<file path="config.mk">
export PLATFORM = sky130hd
export DESIGN_NAME = mutex_rr_arb
export DESIGN_NICKNAME = d
export VERILOG_FILES = /design/src/rtl/mutex_rr_arb.sv
export SDC_FILE = /design/constraint.sdc
export NUM_CORES = 1
export LEC_CHECK = 0
export CAP_MARGIN = 30
export CORE_MARGIN = 1.5
export CORE_UTILIZATION = 47
export CTS_BUF_LIST = sky130_fd_sc_hd__clkbuf_4
export CTS_CLUSTER_DIAMETER = 40
export CTS_CLUSTER_SIZE = 16
export DETAILED_ROUTE_END_ITERATION = 8
export GPL_ROUTABILITY_DRIVEN = 1
export PLACE_DENSITY_LB_ADDON = 0.25
export SLEW_MARGIN = 15
export SYNTH_ARGS = -nofsm -noshare
export SYNTH_HDL_FRONTEND = slang
export SYNTH_SLANG_ARGS = --single-unit
</file>
<file path="constraint.sdc">
create_clock -name clk -period 1.5 [get_ports clk]
set_clock_uncertainty 0.15 [all_clocks]
set_input_delay 0.3 -clock clk [delete_from_list [all_inputs] [get_ports clk]]
set_output_delay 0.3 -clock clk [all_outputs]
set_load 0.01 [all_outputs]
</file>
<file path="src/rtl/mutex_rr_arb.sv">
`default_nettype none
// +--------------------------------------------------------------------------+
// | Module   : mutex_rr_arb                                                  |
// | Purpose  : N-way round-robin mutex with a four-phase req/gnt handshake,  |
// |            registered one-hot grants and a guaranteed dead gap between   |
// |            successive owners.                                            |
// | Options  : define MUTEX_HOLD_TIMEOUT_EN to add the hold-time limit with  |
// |            forced revoke, timeout pulse and revoked-master masking.      |
// | Revision : 1.0  initial release                                          |
// +--------------------------------------------------------------------------+
module mutex_rr_arb #(
  parameter int N        = 4,
  parameter int OWN_W    = 2,
  parameter int GAP_CYC  = 1,
  parameter int HOLD_W   = 8,
  parameter int MAX_HOLD = 200
) (
  input  logic             clk,
  input  logic             rst_n,
  input  logic [N-1:0]     req,
  output logic [N-1:0]     gnt,
  output logic             busy,
  output logic [OWN_W-1:0] owner,
  output logic             timeout
);

  // Reject illegal configurations at elaboration time.
  generate
    if (N < 2 || N > 16 || (1 << OWN_W) < N || GAP_CYC < 1 || GAP_CYC > 7 ||
        MAX_HOLD < 1 || MAX_HOLD >= (1 << HOLD_W)) begin : g_param_err
      $error("mutex_rr_arb: illegal parameter set");
    end
  endgenerate

  typedef enum logic [1:0] {
    ST_IDLE  = 2'd0,
    ST_GRANT = 2'd1,
    ST_GAP   = 2'd2
  } state_t;

  localparam logic [2:0]       C_GAP_LOAD = 3'(GAP_CYC);
  localparam logic [OWN_W-1:0] C_LAST_IDX = OWN_W'(N - 1);
  localparam logic [N-1:0]     C_ONE      = N'(1);

  state_t           state_q, state_d;
  logic [N-1:0]     gnt_q, gnt_d;
  logic [OWN_W-1:0] owner_q, owner_d;
  logic [OWN_W-1:0] ptr_q, ptr_d;
  logic [2:0]       gap_q, gap_d;

  logic [N-1:0]     req_elig;
  logic             hi_vld, lo_vld, pick_vld;
  logic [OWN_W-1:0] hi_idx, lo_idx, pick_idx;
  logic [OWN_W-1:0] owner_nxt;
  logic             owner_rel;

`ifdef MUTEX_HOLD_TIMEOUT_EN
  localparam logic [HOLD_W-1:0] C_MAX_HOLD = HOLD_W'(MAX_HOLD);

  logic [HOLD_W-1:0] hold_q, hold_d;
  logic [N-1:0]      mask_q, mask_d;
  logic              timeout_q, timeout_d;

  // A revoked master stays out of arbitration until it drops its request.
  assign req_elig = req & ~mask_q;
  assign timeout  = timeout_q;
`else
  assign req_elig = req;
  assign timeout  = 1'b0;
`endif

  // The owner releases when its own request bit is seen low; gnt_q is
  // one-hot on the owner while granted, so no index decode is needed.
  assign owner_rel = ~|(req & gnt_q);
  assign owner_nxt = (owner_q == C_LAST_IDX) ? '0 : owner_q + OWN_W'(1);

  // Round-robin pick: lowest eligible index at or above the pointer,
  // otherwise wrap around to the lowest eligible index below it.
  always_comb begin
    hi_vld = 1'b0;
    lo_vld = 1'b0;
    hi_idx = '0;
    lo_idx = '0;
    for (int i = N - 1; i >= 0; i--) begin
      if (req_elig[i]) begin
        if (OWN_W'(i) >= ptr_q) begin
          hi_vld = 1'b1;
          hi_idx = OWN_W'(i);
        end else begin
          lo_vld = 1'b1;
          lo_idx = OWN_W'(i);
        end
      end
    end
    pick_vld = hi_vld | lo_vld;
    pick_idx = hi_vld ? hi_idx : lo_idx;
  end

  // Next-state and next-output computation for the IDLE/GRANT/GAP machine.
  always_comb begin
    state_d = state_q;
    gnt_d   = gnt_q;
    owner_d = owner_q;
    ptr_d   = ptr_q;
    gap_d   = gap_q;
`ifdef MUTEX_HOLD_TIMEOUT_EN
    hold_d    = hold_q;
    mask_d    = mask_q & req;
    timeout_d = 1'b0;
`endif
    case (state_q)
      ST_IDLE: begin
        if (pick_vld) begin
          gnt_d   = C_ONE << pick_idx;
          owner_d = pick_idx;
          state_d = ST_GRANT;
`ifdef MUTEX_HOLD_TIMEOUT_EN
          hold_d  = HOLD_W'(1);
`endif
        end
      end
      ST_GRANT: begin
        if (owner_rel) begin
          gnt_d   = '0;
          ptr_d   = owner_nxt;
          gap_d   = C_GAP_LOAD;
          state_d = ST_GAP;
        end
`ifdef MUTEX_HOLD_TIMEOUT_EN
        else if (hold_q == C_MAX_HOLD) begin
          gnt_d     = '0;
          ptr_d     = owner_nxt;
          gap_d     = C_GAP_LOAD;
          state_d   = ST_GAP;
          timeout_d = 1'b1;
          mask_d    = (mask_q & req) | gnt_q;
        end else begin
          hold_d = hold_q + HOLD_W'(1);
        end
`endif
      end
      ST_GAP: begin
        gap_d = gap_q - 3'd1;
        if (gap_q == 3'd1) begin
          state_d = ST_IDLE;
        end
      end
      default: begin
        gnt_d   = '0;
        state_d = ST_IDLE;
      end
    endcase
  end

  // State and output registers; reset clears the grant immediately.
  always_ff @(posedge clk or negedge rst_n) begin
    if (!rst_n) begin
      state_q   <= ST_IDLE;
      gnt_q     <= '0;
      owner_q   <= '0;
      ptr_q     <= '0;
      gap_q     <= '0;
`ifdef MUTEX_HOLD_TIMEOUT_EN
      hold_q    <= '0;
      mask_q    <= '0;
      timeout_q <= 1'b0;
`endif
    end else begin
      state_q   <= state_d;
      gnt_q     <= gnt_d;
      owner_q   <= owner_d;
      ptr_q     <= ptr_d;
      gap_q     <= gap_d;
`ifdef MUTEX_HOLD_TIMEOUT_EN
      hold_q    <= hold_d;
      mask_q    <= mask_d;
      timeout_q <= timeout_d;
`endif
    end
  end

  assign gnt   = gnt_q;
  assign busy  = |gnt_q;
  assign owner = owner_q;

endmodule
`default_nettype wire

</file>
==> results of run 1 <==
-- kinds of logic after synthesis --
group,Yosys count
xor+xnor,1
other cells,1
simple gates,26
buf+inv,5
flops,13
compound gates,15
fa+ha+maj,3
mux,4
-- worst max-delay path: stages, from the launching register on --
cell and delay [ps]:
dfrtp_1 380, or4_1 520, buf_2 160
-- stage by stage --
step | TNS (ps) | instance area, µm² | util (%) | hold WS (ps)
floorplan | -501 | 746 | - | -146
global placement | -6150 | 976 | 65.5 | 348
detailed placement | -6300 | 976 | 65.5 | 349
CTS | -2080 | 1060 | 70.9 | 174
global route | -3050 | 1110 | 74.8 | 173
finish | -2490 | 1110 | 74.8 | 169
-- what timing repair did --
action	in CTS	in global routing
resized for setup	27	14
hold endpoints to repair	0	0
buffers inserted	4	3
pin swaps	4	2
endpoints found under the setup margin	19	18
hold buffers	0	0
-- registers in the layout (all words and copies together), names as in the netlist --
signal	cells
ptr_q	2
owner	2
state_q	2
gap_q	3
gnt	4
-- power by group --
| group | total [mW] | leakage (nW) | switching [mW] | internal, mW |
|---|---|---|---|---|
| clock network | 0.227 | 0.0184 | 0.106 | 0.121 |
| registers | 0.679 | 0.164 | 0.171 | 0.508 |
| logic | 1.51 | 0.364 | 0.636 | 0.873 |
-- final cells by class --
cell class | count | area [µm²] | share of cell area, %
Timing Repair Buffer | 32 | 248 | 22.2
Inverter | 4 | 15.0 | 1.35
Multi-Input combinational cell | 50 | 475 | 42.7
Clock buffer | 4 | 30.0 | 2.70
Tap cell | 16 | 20.0 | 1.80
Sequential cell | 13 | 325 | 29.2
-- how the worst min path moves through the flow --
stage | cells past startpoint | to | slack [ps]
after global placement | 1 | gap_q[1] | 350
after floorplan | 0 | gap_q[0] | -150
final | 2 | gap_q[1] | 170
after CTS | 2 | state_q[0] | 170
after global routing | 2 | state_q[0] | 170
after detailed placement | 1 | gap_q[1] | 350
-- per-layer routing --
metal | vias to the layer above | global-route usage [%] | routed length [µm]
li1 | 319 | - | -
met1 | 334 | 21.5 | 654
met2 | 18 | 42.1 | 993
met3 | 7 | 2.55 | 62
met4 | 0 | 9.38 | 52
met5 | - | 0 | 0
-- synthesized netlist by cell type, drive strengths merged --
cell type	count	area [µm²]
and2	2	13.8
nand2b	1	6.26
or4	1	7.51
and3	1	6.26
mux2	4	52.6
o31ai	1	7.51
a21o	1	7.51
nor2b	3	18.8
a21oi	2	10.0
xnor2	1	8.76
nand4	1	6.26
ha	3	37.5
buf	1	7.51
a31o	1	8.76
inv	4	15.0
nor4	1	6.26
nand3b	3	35.0
a22o	1	10.0
dfrtp	13	325
conb	1	3.75
and4	1	8.76
a211oi	1	7.51
nand2	3	11.3
nand3	2	10.0
nor2	6	22.5
o21ai	3	15.0
nor3	1	10.0
a221oi	1	26.3
a32o	4	40.0
==> results.json, run 1 <==
{
  "timing.critical_path.required_ps": 1050,
  "r2r.worst_path.cells": 5,
  "drive_gt1_share_pct": 46.6,
  "detail_route.wirelength_um": 1760,
  "pin_count": 14,
  "worstPathArrival_ps": 1320,
  "synth_sequential_area_ratio_pct": 43.6,
  "run_status": "complete, but fails checks",
  "post-place-cells": 108,
  "r2r_setup_slack_ps": -270,
  "antenna_found_initial": 0,
  "worst_setup_path_end_kind": "primary output",
  "route.detailed.vias_per_inst": 5.70,
  "floorplan.initialDensity_pct": 50.1,
  "tritoncts.num_buffers": 3,
  "power_leakage_nw": 0.546,
  "cp-startpoint": "gnt[2]",
  "rsz0062_at_grt": "true",
  "synth_xor_xnor_area_share_pct": 1.17,
  "postSynthAreaPerCell_um2": 11.0,
  "synthDistinctLibCells": 32,
  "largest_family_of_logic_cells_by_synthesized_area": "simple AND/OR/NAND/NOR gates",
  "grt_use_total_pct": 21.3,
  "final_common_cell": "buf_4",
  "synthesis.yosys.warnings": 0,
  "worst_r2r_src": "gnt[0]",
  "final-setup-viol-count": 12,
  "timing_hold_violations_final": 0,
  "grt_first_pass_wirelength_um": 2850,
  "violations_in_the_final_reports": "negative setup slack",
  "cts_max_level": 1,
  "adder_cell_share_of_the_synthesized_area_pct": 5.03,
  "floorplan.rows": 14,
  "die-area_um2": 1830,
  "firstDrtPassIters": 4,
  "synth_mux_area_share_pct": 7.05,
  "floorplan.die.height_um": 42.8,
  "layoutNonFillerInstCount": 119,
  "count_of_buffers_from_port_buffering": 12,
  "areaGrowthSynthToFinish_pct": 49.3,
  "maxSlewViolCount": 0,
  "netlist_area_um2": 746,
  "clk_latency_ps": 270,
  "ant_nets": 0,
  "start_kind": "flip-flop",
  "core-area_um2": 1490,
  "overall_power_of_the_completed_layout_mw": 2.41,
  "crit-reg2reg-capture": "ptr_q[0]",
  "preCtsSetupSlack_ps": -569,
  "clock_tree.buffer_depth": 2,
  "min-delay-path-class": "primary input to async pin",
  "fillers": 102,
  "synthCells": 68,
  "synth_compound_area_share_pct": 17.8,
  "post-dp-hpwl_um": 1210,
  "grt_start_max_net_pins": 14,
  "via_count": 678,
  "achievable-frequency_mhz": 565,
  "setup.worst_path.class": "flip-flop to primary output",
  "avgRoutedWirePerCell_um": 14.8,
  "drc_errors": 0,
  "syn_nets": 77,
  "clk_transition_reported_paths_ps": 70,
  "drt_iter0_drc": 9,
  "most_frequent_cells_in_the_layout": "buf_4, dfrtp_1, dlygate4sd2_1, nor2_1",
  "synth.ff_latch_count": 13,
  "post-route-worst-setup-slack_ps": -270,
  "final.min_clock_period_ps": 1770,
  "tritoncts": "done",
  "tritoncts_num_sinks": 13,
  "antenna-diode-count": 0,
  "grt_pass1_vias": 664,
  "min_period_over_period_pct": 118,
  "timing.critical_path.fanout_max": 2,
  "grt_overflow_total": 0,
  "place_congestion": 0.820,
  "worst_setup_path_endpoint": "busy",
  "cts.root.buffer_cell": "clkbuf_4",
  "nNetsFinal": 113,
  "dieWidth_um": 42.8,
  "maximum_capacitance_violations": 0,
  "pwr_density_cell_nw_per_um2": 2170,
  "irDropWorstVdd_mv": 1.18,
  "synth-simple-area-share_pct": 21.8
}
Note: power is estimated with default switching activity, not from simulation.
==> inputs of run 2 (changes only) <==
--- a/config.mk
+++ b/config.mk
@@ -14,6 +14,7 @@
 export DETAILED_ROUTE_END_ITERATION = 8
 export GPL_ROUTABILITY_DRIVEN = 1
 export PLACE_DENSITY_LB_ADDON = 0.25
+export SETUP_SLACK_MARGIN = 0.05
 export SLEW_MARGIN = 15
 export SYNTH_ARGS = -nofsm -noshare
 export SYNTH_HDL_FRONTEND = slang
==> run 2 against run 1 <==
The flow still finishes with violations (negative setup slack). Register-to-register slack better by 20 ps. Worst setup slack worse by 12 ps. Final cell count is 2.5% higher. Hold slack better by 12 ps. Maximum frequency is 0.70% lower. Sequential share of layout area is 1.8 points lower. Via count is 2.5% lower. Flip-flop and latch count stayed put. First-iteration DRC count is 22% higher. Critical path type unchanged. Critical endpoint unchanged. Largest power group unchanged.
==> results.json, run 2 (synthesis results as in run 1) <==
{
  "run_status": "complete, but fails checks",
  "violations_in_the_final_reports": "negative setup slack",
  "tritoncts_num_sinks": 13,
  "cts.root.buffer_cell": "clkbuf_4",
  "clk_transition_reported_paths_ps": 70,
  "hold_ws_ps": 181,
  "r2r.worst_path.cells": 5,
  "nNetsFinal": 116,
  "drc_errors": 0,
  "maximum_capacitance_violations": 0,
  "drt_iter0_drc": 11,
  "ant_nets": 0,
  "core-area_um2": 1490,
  "most_frequent_cells_in_the_layout": "buf_4, dfrtp_1, buf_6, nor2_1",
  "start_kind": "flip-flop",
  "timing_hold_violations_final": 0,
  "detail_route.wirelength_um": 1820,
  "cpPeakStageDelay_ps": 530,
  "count_of_buffers_from_port_buffering": 12,
  "worstPathArrival_ps": 1330,
  "drive_gt1_share_pct": 54.7,
  "r2r_setup_slack_ps": -250,
  "die-area_um2": 1830,
  "finish.instance_area_um2": 1190,
  "pwr_density_cell_nw_per_um2": 2210,
  "setup.worst_path.class": "flip-flop to primary output",
  "avgRoutedWirePerCell_um": 14.9,
  "slowest_stage": "or4_1",
  "layoutNonFillerInstCount": 122,
  "clock_tree.buffer_depth": 2,
  "pin_count": 14,
  "tritoncts.num_buffers": 3,
  "grt_pass1_vias": 695,
  "firstDrtPassIters": 4,
  "areaGrowthSynthToFinish_pct": 59.6,
  "rsz0062_at_grt": "true",
  "tritoncts": "done",
  "timing.critical_path.fanout_max": 2,
  "place_area_um2": 976,
  "irDropWorstVdd_mv": 1.41,
  "achievable-frequency_mhz": 561,
  "antenna-diode-count": 0,
  "path_buf_inv": 1,
  "post-place-cells": 108,
  "min_period_over_period_pct": 119,
  "holdBufCountCts": 0,
  "worstPathCellList": "or4_1 > buf_2",
  "cp-startpoint": "gnt[2]",
  "worst_r2r_src": "gnt[0]",
  "final_common_cell": "buf_4",
  "dieWidth_um": 42.8,
  "cts_max_level": 1,
  "grt_use_total_pct": 20.6,
  "power_leakage_nw": 0.578,
  "post-dp-hpwl_um": 1190,
  "grt_first_pass_wirelength_um": 2800,
  "via_count": 661,
  "fillers": 92,
  "place_congestion": 0.830,
  "timing.critical_path.required_ps": 1050,
  "final.min_clock_period_ps": 1780,
  "overall_power_of_the_completed_layout_mw": 2.63,
  "min-delay-path-class": "primary input to async pin",
  "post-route-worst-setup-slack_ps": -282,
  "route.detailed.vias_per_inst": 5.42,
  "floorplan.rows": 14,
  "grt_start_max_net_pins": 14,
  "final-setup-viol-count": 12,
  "antenna_found_initial": 0,
  "floorplan.initialDensity_pct": 50.1,
  "multi_input_comb_area_um2": 498,
  "floorplan.die.height_um": 42.8,
  "maxSlewViolCount": 0,
  "worst_setup_path_end_kind": "primary output",
  "largest_reg_flops": 4,
  "grt_overflow_total": 0,
  "ff_latch_area_um2": 327,
  "clk_latency_ps": 260,
  "crit-reg2reg-capture": "ptr_q[0]",
  "cpLargestDelayFamily": "simple AND/OR/NAND/NOR gates"
}
-- run 2: cell type report --
class	count	area share (%)
inverter	4	1.26
timing repair buffer	35	25.2
multi-input combinational	50	41.9
clock buffer	4	2.52
tap	16	1.68
sequential	13	27.4
-- run 2: worst max path at each step --
stage,endpoint,slack [ps],depth (start not counted)
2_1_floorplan,ptr_q[0],-130,4
3_3_place_gp,gnt[3],-540,6
3_5_place_dp,ptr_q[0],-570,5
4_1_cts,busy,-260,2
5_1_grt,busy,-320,2
6_report,busy,-280,2
-- run 2: timing repair --
item	CTS	global route
gates resized for setup	40	24
buffers inserted	6	5
pin swaps	5	8
hold endpoints to repair	0	0
setup endpoints to repair	20	16
-- run 2: per-stage QoR --
| step | util [%] | worst slack, ps | TNS [ps] |
|---|---|---|---|
| finish | 79.9 | -282 | -2370 |
| global route | 79.9 | -318 | -2990 |
| floorplan | - | -134 | -501 |
| global placement | 65.5 | -535 | -6180 |
| detailed placement | 65.5 | -567 | -6330 |
| CTS | 72.4 | -256 | -2320 |
-- run 2: worst reg2reg max path, delay by kind of cell (launching register included) --
kind / cells / cell delay, ps
simple gates: 1 / 160
mux: 1 / 320
flops: 1 / 390
compound gates: 2 / 500
buf+inv: 1 / 130
-- run 2: power by group --
| group | internal (mW) | leakage [nW] | switching (mW) |
|---|---|---|---|
| Sequential | 0.511 | 0.163 | 0.168 |
| Combinational | 1.03 | 0.397 | 0.704 |
| Clock | 0.121 | 0.0184 | 0.0982 |
| Total | 1.66 | 0.578 | 0.970 |
-- run 2: metal layers --
layer,global-route usage (%),up-vias,wire length [µm]
li1,-,324,-
met1,21.4,320,738
met2,38.8,13,1020
met3,2.55,4,51
met4,11.9,0,14
met5,0,-,0
==> inputs of run 3 (changes only) <==
--- a/config.mk
+++ b/config.mk
@@ -7,7 +7,7 @@
 export LEC_CHECK = 0
 export CAP_MARGIN = 30
 export CORE_MARGIN = 1.5
-export CORE_UTILIZATION = 47
+export CORE_UTILIZATION = 55
 export CTS_BUF_LIST = sky130_fd_sc_hd__clkbuf_4
 export CTS_CLUSTER_DIAMETER = 40
 export CTS_CLUSTER_SIZE = 16
==> constraint.sdc (replaced) <==
create_clock -name clk -period 2.1 [get_ports clk]
set_clock_uncertainty 0.15 [all_clocks]
set_input_delay 0.42 -clock clk [delete_from_list [all_inputs] [get_ports clk]]
set_output_delay 0.42 -clock clk [all_outputs]
set_load 0.01 [all_outputs]
==> run 3 against run 2 <==
The flow now finishes without violations. Final cell count fell by 11%. Global-route usage rose by 2.1 points. Worst setup slack improved by 370 ps. Combinational power fell by 52%. Core utilization fell by 2.5 points. Register-to-register slack improved by 580 ps. First-iteration DRC count rose by 36%. Largest cell class unchanged. Largest power group unchanged.
==> results.json, run 3 (synthesis results as in run 1) <==
{
  "worst_setup_path_end_kind": "primary output",
  "start_kind": "flip-flop",
  "drc_errors": 0,
  "floorplan.die.height_um": 39.8,
  "min_period_over_period_pct": 95.9,
  "tritoncts_num_sinks": 13,
  "grt_pass1_vias": 560,
  "post-route-worst-setup-slack_ps": 85.3,
  "clk_transition_reported_paths_ps": 70,
  "final-setup-viol-count": 0,
  "run_status": "complete, no violations",
  "cts.root.buffer_cell": "clkbuf_4",
  "setup.worst_path.class": "flip-flop to primary output",
  "finish.instance_area_um2": 995,
  "cpPeakStageDelay_ps": 500,
  "grt_start_max_net_pins": 14,
  "multi_input_comb_area_um2": 404,
  "timing.critical_path.fanout_max": 3,
  "pin_count": 14,
  "overall_power_of_the_completed_layout_mw": 1.48,
  "drt_iter0_drc": 15,
  "areaGrowthSynthToFinish_pct": 33.4,
  "core-area_um2": 1280,
  "final_common_cell": "dfrtp_1",
  "preCtsSetupSlack_ps": -208,
  "die-area_um2": 1590,
  "count_of_buffers_from_port_buffering": 12,
  "place_congestion": 0.770,
  "timing_hold_violations_final": 0,
  "worstPathArrival_ps": 1440,
  "route.detailed.vias_per_inst": 5.76,
  "largest_reg_flops": 4,
  "most_frequent_cells_in_the_layout": "dfrtp_1, clkdlybuf4s50_1, buf_4, nor2_1",
  "worstPathCellList": "or4_1 > dlygate4sd2_1",
  "grt_overflow_total": 0,
  "maximum_capacitance_violations": 0,
  "final.min_clock_period_ps": 2010,
  "antenna-diode-count": 0,
  "via_count": 628,
  "drive_gt1_share_pct": 27.7,
  "post-place-cells": 102,
  "detail_route.wirelength_um": 1530,
  "fillers": 82,
  "post-dp-hpwl_um": 1170,
  "floorplan.rows": 13,
  "grt_first_pass_wirelength_um": 2210,
  "floorplan.initialDensity_pct": 58.0,
  "layoutNonFillerInstCount": 109,
  "use_met1_pct": 22.7,
  "dieWidth_um": 39.8,
  "holdBufCountCts": 0,
  "pwr_density_cell_nw_per_um2": 1490,
  "r2r.worst_path.cells": 5,
  "avgRoutedWirePerCell_um": 14.0,
  "firstDrtPassIters": 4,
  "power_leakage_nw": 0.460,
  "place_area_um2": 937,
  "grt_use_total_pct": 22.7,
  "antenna_found_initial": 0,
  "achievable-frequency_mhz": 496,
  "worst_pin_slew_ps": 576,
  "cts_max_level": 1,
  "slew_headroom_pct": 61.5,
  "ant_nets": 0,
  "worst_r2r_src": "gnt[0]",
  "ff_latch_area_um2": 325,
  "maxSlewViolCount": 0,
  "grt_met3_usage_pct": 1.70,
  "timing.critical_path.required_ps": 1530,
  "clk_latency_ps": 260,
  "finish.utilization_pct": 77.4,
  "r2r_setup_slack_ps": 330,
  "rsz0062_at_grt": "true",
  "tritoncts.num_buffers": 3,
  "irDropWorstVdd_mv": 0.812,
  "clock_tree.buffer_depth": 2,
  "tritoncts": "done",
  "use_met2_pct": 43.0,
  "nNetsFinal": 104,
  "crit-reg2reg-capture": "ptr_q[0]",
  "slowest_stage": "or4_1",
  "min-delay-path-class": "primary input to async pin",
  "grt_most_used_layer": "met2"
}
==> run 3: cell count changes in the layout (fill, tap and decap cells not counted), moves of 2 or more <==
cell and change:
a21oi_1 +2, a21oi_2 -2, buf_2 -3, buf_4 -4, buf_6 -10, clkdlybuf4s50_1 +10, dlygate4sd2_1 -3, mux2_2 +2
mux2_4 -2, o21ai_0 +2, o21ai_2 -2
==> run 3: worst max-delay path by stage <==
stage	end	cells past startpoint	slack, ps	start
after global routing	busy	2	20	gnt[1]
after CTS	busy	2	60	gnt[0]
after detailed placement	gnt[0]	6	-210	req[2]
after floorplan	ptr_q[0]	4	450	gnt[0]
final	busy	2	90	gnt[0]
after global placement	gnt[3]	6	-40	req[2]
==> run 3: report_power, final <==
group          total (mW)  internal [mW]  switching [mW]
Sequential          0.483          0.363           0.120
Combinational       0.839          0.487           0.352
Clock               0.156         0.0863          0.0695
Total                1.48          0.936           0.542
==> run 3: layout make-up <==
cell class | count | area share [%]
tap | 15 | 1.89
clock buffer | 4 | 3.02
multi-input combinational | 50 | 40.6
timing repair buffer | 23 | 20.3
inverter | 4 | 1.51
sequential | 13 | 32.7
==> run 3: through the flow <==
stage | hold slack (ps) | TNS [ps]
after CTS | 368 | 0
after detailed placement | 350 | -1050
final | 369 | 0
after global routing | 388 | 0
after floorplan | -25.6 | 0
after global placement | 354 | -153
==> run 3: worst max-delay path: cells and delay by family (launching register included) <==
family	cells	cell delay, ps
buffers and inverters	1	290
DFF	1	390
and+or+nand+nor	1	500
==> run 3: repair_timing <==
action,CTS,global route
gates resized for setup,1,1
setup endpoints to repair,1,5
buffers inserted,0,3
==> run 3: metal layers <==
layer,vias up,share of wire [%]
li1,304,-
met1,306,40
met2,16,55
met3,2,3.5
met4,0,0.79
met5,-,0
